===== src/rtl/operand_entry_pkg.sv =====
// Shared definitions for the operand entry block: FSM state codes, the state
// type, the operand width and the default debounce length.
package operand_entry_pkg;

    typedef logic [1:0] state_t;

    localparam state_t WAIT_A = 2'b00;
    localparam state_t WAIT_B = 2'b01;
    localparam state_t DONE   = 2'b10;

    localparam int DATA_W                  = 4;
    // 10 ms at 50 MHz
    localparam int DEBOUNCE_CYCLES_DEFAULT = 500000;

endpackage


===== src/rtl/operand_entry_key_debounce.sv =====
// Push-button conditioner: 2-flop synchronizer, stability counter and
// press-edge detector producing one single-cycle Press per accepted press.
module key_debounce
    import operand_entry_pkg::*;
#(
    parameter int DEBOUNCE_CYCLES = DEBOUNCE_CYCLES_DEFAULT
) (
    input  logic Clock,
    input  logic Resetn,
    input  logic KEY_n,
    output logic Press
);

    localparam int CNT_W = $clog2(DEBOUNCE_CYCLES + 1);
    localparam logic [CNT_W-1:0] CNT_MAX = CNT_W'(DEBOUNCE_CYCLES);

    logic             sync1;
    logic             sync2;
    logic             level;
    logic [CNT_W-1:0] cnt;
    logic [CNT_W-1:0] cnt_nxt;

    assign cnt_nxt = cnt + CNT_W'(1);

    // Idle level is 1 (released) so a button held through reset reads as a
    // fresh press once reset lifts.
    always_ff @(posedge Clock or negedge Resetn) begin
        if (!Resetn) begin
            sync1 <= 1'b1;
            sync2 <= 1'b1;
            level <= 1'b1;
            cnt   <= '0;
            Press <= 1'b0;
        end else begin
            sync1 <= KEY_n;
            sync2 <= sync1;
            Press <= 1'b0;
            if (sync2 == level) begin
                cnt <= '0;
            end else if (cnt_nxt == CNT_MAX) begin
                // Press fires on the same edge the level falls, so it is high
                // during the cycle right after the debounced transition.
                level <= sync2;
                cnt   <= '0;
                Press <= level & ~sync2;
            end else begin
                cnt <= cnt_nxt;
            end
        end
    end

endmodule


===== src/rtl/operand_entry.sv =====
// Operand entry: collects multiplicand A then multiplier B from the switches on
// successive debounced presses of Load, then flags the pair valid.
module operand_entry
    import operand_entry_pkg::*;
#(
    parameter int DEBOUNCE_CYCLES = DEBOUNCE_CYCLES_DEFAULT
) (
    input  logic              Clock,
    input  logic              Resetn,
    input  logic [DATA_W-1:0] SW,
    input  logic              Load,
    output logic [DATA_W-1:0] A,
    output logic [DATA_W-1:0] B,
    output logic              Valid,
    output logic [1:0]        Stage
);

    state_t state;
    logic   press;

    key_debounce #(
        .DEBOUNCE_CYCLES(DEBOUNCE_CYCLES)
    ) u_key_debounce (
        .Clock  (Clock),
        .Resetn (Resetn),
        .KEY_n  (Load),
        .Press  (press)
    );

    // SW is quasi-static and only sampled on the press edge, so it needs no
    // synchronizer of its own.
    always_ff @(posedge Clock or negedge Resetn) begin
        if (!Resetn) begin
            state <= WAIT_A;
            A     <= '0;
            B     <= '0;
            Valid <= 1'b0;
        end else begin
            case (state)
                WAIT_A: begin
                    if (press) begin
                        A     <= SW;
                        state <= WAIT_B;
                        Valid <= 1'b0;
                    end
                end
                WAIT_B: begin
                    if (press) begin
                        B     <= SW;
                        state <= DONE;
                        Valid <= 1'b1;
                    end
                end
                DONE: begin
                    if (press) begin
                        state <= WAIT_A;
                        Valid <= 1'b0;
                    end
                end
                default: begin
                    state <= WAIT_A;
                    Valid <= 1'b0;
                end
            endcase
        end
    end

    assign Stage = state;

endmodule


===== config.mk =====
export PLATFORM = sky130hd
export DESIGN_NAME = operand_entry
export DESIGN_NICKNAME = d
export VERILOG_FILES = /design/src/rtl/operand_entry_pkg.sv /design/src/rtl/operand_entry_key_debounce.sv /design/src/rtl/operand_entry.sv
export SDC_FILE = /design/constraint.sdc
export NUM_CORES = 1
export LEC_CHECK = 0
export ABC_AREA = 0
export BUFFER_PORTS_ARGS = -buffer_cell sky130_fd_sc_hd__buf_2
export CORE_ASPECT_RATIO = 1.5
export CORE_MARGIN = 5
export CORE_UTILIZATION = 40
export CTS_CLUSTER_DIAMETER = 150
export DETAILED_ROUTE_END_ITERATION = 6
export GPL_ROUTABILITY_DRIVEN = 0
export PLACE_DENSITY_LB_ADDON = 0.1
export SLEW_MARGIN = 20
export SYNTH_ARGS = -nofsm -noshare
export SYNTH_HDL_FRONTEND = slang
export SYNTH_HIERARCHICAL = 1
export SYNTH_SLANG_ARGS = --single-unit
export TNS_END_PERCENT = 50

===== constraint.sdc =====
create_clock -name Clock -period 2.3 [get_ports Clock]
set_input_delay 0.23 -clock Clock [delete_from_list [all_inputs] [get_ports Clock]]
set_output_delay 0.23 -clock Clock [all_outputs]
set_load 0.02 [all_outputs]

# ---- Word-level counts from Yosys, hierarchy flattened
# Cells that the tools add are included.
# Widths: inputs -> output; s select.
dict set report word_totals {
  regBits 34
  out_inout_bits 11
  in_bits 7
  word_cells 39
}
dict set report op_classes {
  n_bitwise 3
  n_addsub 1
  eq_ne 8
  muxes 11
  n_reduce_logical 7
}
# op count
set ops {}
lappend ops {{$mux 19} 2}
lappend ops {{$add 19x1->19 const B} 1}
lappend ops {{$eq 19x19->1 const B} 1}
lappend ops {{$ne 2x1->1 const B} 4}
lappend ops {{$reduce_and 2->1} 4}
lappend ops {{$mux 2} 3}
lappend ops {{$pmux 2 s3} 1}
lappend ops {{$mux 1} 4}
lappend ops {{$reduce_and 3->1} 1}
lappend ops {{$eq 2x1->1 const B} 1}
lappend ops {{$eq 2x2->1 const B} 1}
lappend ops {{$logic_not 2->1} 1}
lappend ops {{$not 1->1} 2}
lappend ops {{$pmux 1 s2} 1}
lappend ops {{$reduce_or 2->1} 1}
lappend ops {{$and 1x1->1} 1}
lappend ops {{$eq 1x1->1} 1}

# ---- Longest topological paths before layout
dict set report depth {
  word_depth 4
  mapped_depth 7
  mapped_depth_nobuf 7
}

# ---- Cells and area by module
# Netlist, hierarchy kept.
# module area_per_inst_um2 n_inst cells_per_inst seq_area_each_um2
set modules_own_cells {}
lappend modules_own_cells {key_debounce 1241.2 1 126 579.3}
lappend modules_own_cells {operand_entry 432.9 1 28 275.3}

# ---- Least setup slack after synthesis
# Ideal clock, no wire load.
dict set report synth_path {
  path_kind {reg-to-reg}
  start {reg u_key_debounce.cnt[0]}
  end {reg u_key_debounce.level}
  path_stages_with_launch 8
  setup_time_ns 0.085
  arrival_ns 2.120
  required_ns 2.215
  setup_slack_ns 0.095
  synth_period_minus_slack_ns 2.205
  n_path_buf 0
  cell_sequence {dfrtp_1 -> ha_1 -> nand2_1 -> xor2_1 -> or4_1 -> a22o_1 -> nor4_2 -> mux2_1}
}
dict set report synth_between {
  elab_chain_len 3
}
# item line
set synth_lines {}
lappend synth_lines {{start: declaration} operand_entry_key_debounce.sv:20} ;# logic [CNT_W-1:0] cnt;
lappend synth_lines {{start signal: assignment} operand_entry_key_debounce.sv:47} ;# cnt <= cnt_nxt;
lappend synth_lines {{$add 19x1->19} operand_entry_key_debounce.sv:23} ;# assign cnt_nxt = cnt + CNT_W'(1);
lappend synth_lines {{$eq 19x19->1} operand_entry_key_debounce.sv:40} ;# end else if (cnt_nxt == CNT_MAX) begin
lappend synth_lines {{$reduce_and 2->1 (no source line)} n/a}
lappend synth_lines {{end signal: assignment} operand_entry_key_debounce.sv:43} ;# level <= sync2;
lappend synth_lines {{end: declaration} operand_entry_key_debounce.sv:19} ;# logic level;
# Every way passes these cells.
# A chain may end at the register's enable or synchronous reset.

# ---- Final worst setup path
# Ends and elaborated chain as after synthesis.

==> metrics.md <==
| Metric | Value |
|---|---|
| Worst EP arrival | `2.43 ns` |
| Largest net degree at the start of global routing | `35` |
| Internal power | `0.875 mW` |
| Hpwl dp | `2320 um` |
| Area leader, netlist | `dfrtp_1` |
| Total wire length | `3250 um` |
| Maxcap violations | `0` |
| Clock transition at path regs | `0.07 ns` |
| Finished Layout Cells | `227` |
| VDD IR max | `0.382 mV` |
| Power per Cell Area | `565 nW/um^2` |
| Clock Tree Root | `clkbuf_8` |
| NetSw | `0.250 mW` |
| Worst-path maximum fanout | `6` |
| Ports | `18` |
| Share of cells above drive strength 1 | `31.9%` |
| Post-Syn Instances | `154` |
| Outcome | `completed` |
| Post-synthesis sequential area ratio | `51.0%` |
| Starting Density | `41.9%` |
| Synth area leaders | `dfrtp_1 46%, xnor2_1 6.3%, mux2_2 5.4%` |
| Reg2Reg Launch Point | `u_key_debounce/cnt[0]` |
| CTS sink count | `34` |
| Drt pass-1 iters | `4` |
| Detailed-route via count | `1,216` |
| Final ANT Viol Nets | `0` |
| NumNets Final | `190` |
| CTS tree | `built` |
| Comb pwr share | `5.2%` |
| Number of fill cells in the layout | `389` |
| Fmax | `451 MHz` |
| Initial antenna violation count | `0` |
| Syn avg cell area | `10.9 um^2` |
| Die Outline Area | `5610 um^2` |
| Die Y | `89.2 um` |
| Area growth from synthesis to layout | `18.8%` |
| Die X | `62.8 um` |
| Inserted Diodes | `0` |
| Final slew viol count | `0` |
| Fin Setup TNS | `0 ns` |
| Register-to-register setup slack | `0.08 ns` |
| Rel. slew slack | `50.7%` |
| Sequential power share | `54.9%` |
| Min-delay worst type | `input pin to asynchronous set/reset pin` |
| Grt ovf | `0` |
| # H-tree levels | `2` |
| Fin Hold WS | `0.0104 ns` |
| Setup Skew | `0.00632 ns` |
| Total power | `1.12 mW` |
| Tmin final | `2.22 ns` |
| DP Cell Count | `217` |
| CP startpoint kind | `flip-flop` |
| Switching power share of the total | `22.2%` |
| Worst-Skew Late Latency | `0.28 ns` |
| Final period util | `96.3%` |
| Residual DRC | `0` |
| Setup violators final | `0` |
| Wire per inst | `14.3 um` |
| Yosys Warn Count | `6` |
| Netlist Area Pre-Place | `1670 um^2` |
| Synth cell types | `37` |
| # rows | `28` |
| DRT iter0 DRCs | `20` |
| Setup crit end kind | `flip-flop` |
| Final Hold Fails | `0` |
| Setup crit start | `u_key_debounce/cnt[0]` |
| Worst Path Required | `2.51 ns` |
| First-pass GRT wire length | `5510 um` |
| All-Layer GR Usage | `12.7%` |
| Static Leak | `0.855 nW` |
| Actual slew at the worst max-slew pin | `0.740 ns` |
| Synth top area share | `46.3%` |
| Core area | `3990 um^2` |
| CP Class | `flip-flop to flip-flop` |
| Number of CTS-inserted buffers | `5` |
| Post-Syn Nets | `163` |
| Clk pwr share | `39.8%` |
| Clock buffer depth | `2` |
| Vias in the first global route | `1,204` |
| Vias per cell | `5.36` |
| IO buf count | `17` |
| Seq cells post-synth | `34` |
==> placed cells by master, fill, tap and decap left out, drive strengths merged, types with 2 or more instances in the layout <==
cell and count:
nand4 3, dfrtp 31, buf 24, mux2 9
nand3b 2, or3 3, inv 6, xor2 9
nand3 11, dfstp 3, clkbuf 7, nor3b 2
nor4 5, ha 2, nor2 24, nand2 6
nor3 4, o21ai 3, a21oi 2, xnor2 12
and3 3
==> critical path: stages (launching register included) <==
cell and delay [ns]:
dfrtp_1 0.43, buf_4 0.15, nand3_2 0.15, or4_4 0.56, a22o_4 0.28, nor4_2 0.23, mux2_1 0.35
==> power by group through the flow <==
stage	Clock, mW	Combinational, mW	Sequential [mW]
after floorplan	0	0.0181	0.630
after global placement	0	0.0516	0.626
after detailed placement	0	0.0534	0.627
after CTS	0.465	0.0538	0.615
after global routing	0.494	0.0682	0.619
final	0.448	0.0588	0.618
==> state kept, by name (all words and copies together), names as in the netlist <==
signal	count
A	4
B	4
Stage	2
Valid	1
u_key_debounce/Press	1
u_key_debounce/cnt	19
u_key_debounce/level	1
u_key_debounce/sync1	1
u_key_debounce/sync2	1
==> path summary, 6_finish.rpt <==
| kind | to | cells after the start |
|---|---|---|
| max reg2reg | u_key_debounce/level | 6 |
| min | u_key_debounce/cnt[14] | 1 |
| max in group asynchronous | u_key_debounce/Press | 1 |
| max | u_key_debounce/level | 6 |
| min reg2reg | u_key_debounce/sync2 | 0 |
| min in group Clock | u_key_debounce/sync1 | 1 |
==> synth_stat cells <==
| cell | number |
|---|---|
| buf_6 | 1 |
| or4_1 | 1 |
| clkbuf_2 | 1 |
| a21oi_1 | 2 |
| nand4b_1 | 1 |
| nand4_2 | 1 |
| a31oi_1 | 1 |
| or3_2 | 3 |
| o2bb2ai_1 | 1 |
| a22o_1 | 1 |
| nand3_2 | 1 |
| xnor2_1 | 12 |
| xor2_1 | 9 |
| and3_1 | 3 |
| nor4_2 | 2 |
| nand2b_1 | 1 |
| o21ai_0 | 3 |
| ha_1 | 2 |
| o31a_2 | 1 |
| nor4_1 | 3 |
| inv_1 | 6 |
| nor2_1 | 24 |
| dfrtp_1 | 31 |
| nor3b_1 | 1 |
| a21o_1 | 1 |
| mux2_2 | 8 |
| nor4b_1 | 1 |
| dfstp_2 | 3 |
| nand2_1 | 6 |
| nand3_1 | 10 |
| o31ai_4 | 1 |
| clkbuf_1 | 2 |
| mux2_1 | 1 |
| nand3b_1 | 2 |
| nand4_1 | 2 |
| nor3b_4 | 1 |
| nor3_1 | 4 |
==> routing by layer <==
layer / vias up / GRT usage (%) / wire length [um]
met5: - / 0 / 0
met4: 0 / 6.56 / 82
met3: 7 / 3.90 / 158
met2: 23 / 24.0 / 1800
met1: 595 / 12.3 / 1210
li1: 591 / - / -
==> final cells by class <==
type	count	area, um^2	share of cell area [%]
multi-input combinational	110	815	40.9
tap	45	56.3	2.83
sequential	34	855	43.0
inverter	6	22.5	1.13
timing repair buffer	24	150	7.55
clock buffer	7	86.3	4.34
clock inverter	1	5.00	0.252
==> logic make-up after synthesis <==
| kind of cell | after synthesis | synth area share, % |
|---|---|---|
| buf+inv | 10 | 2.77 |
| xor+xnor | 21 | 11.0 |
| compound gates | 11 | 5.23 |
| simple gates | 67 | 22.4 |
| mux | 9 | 6.05 |
| flops | 34 | 51.0 |
| fa+ha+maj | 2 | 1.49 |
==> through the flow <==
| step | setup slack, ns | cell area [um^2] | util [%] |
|---|---|---|---|
| 6_report | 0.0850 | 1990 | 49.8 |
| 5_1_grt | -0.0108 | 1990 | 49.8 |
| 4_1_cts | 0.0422 | 1930 | 48.4 |
| 3_5_place_dp | 0.0454 | 1840 | 46.1 |
| 3_3_place_gp | 0.0897 | 1840 | 46.1 |
| 2_1_floorplan | 0.0949 | 1670 | - |
==> what timing repair did <==
item / in CTS / in global routing
resized for setup: 0 / 7
endpoints found under the setup margin: 0 / 6
setup buffers: 0 / 2
hold buffers: 0 / 0
(Power assumes the default switching activity.)
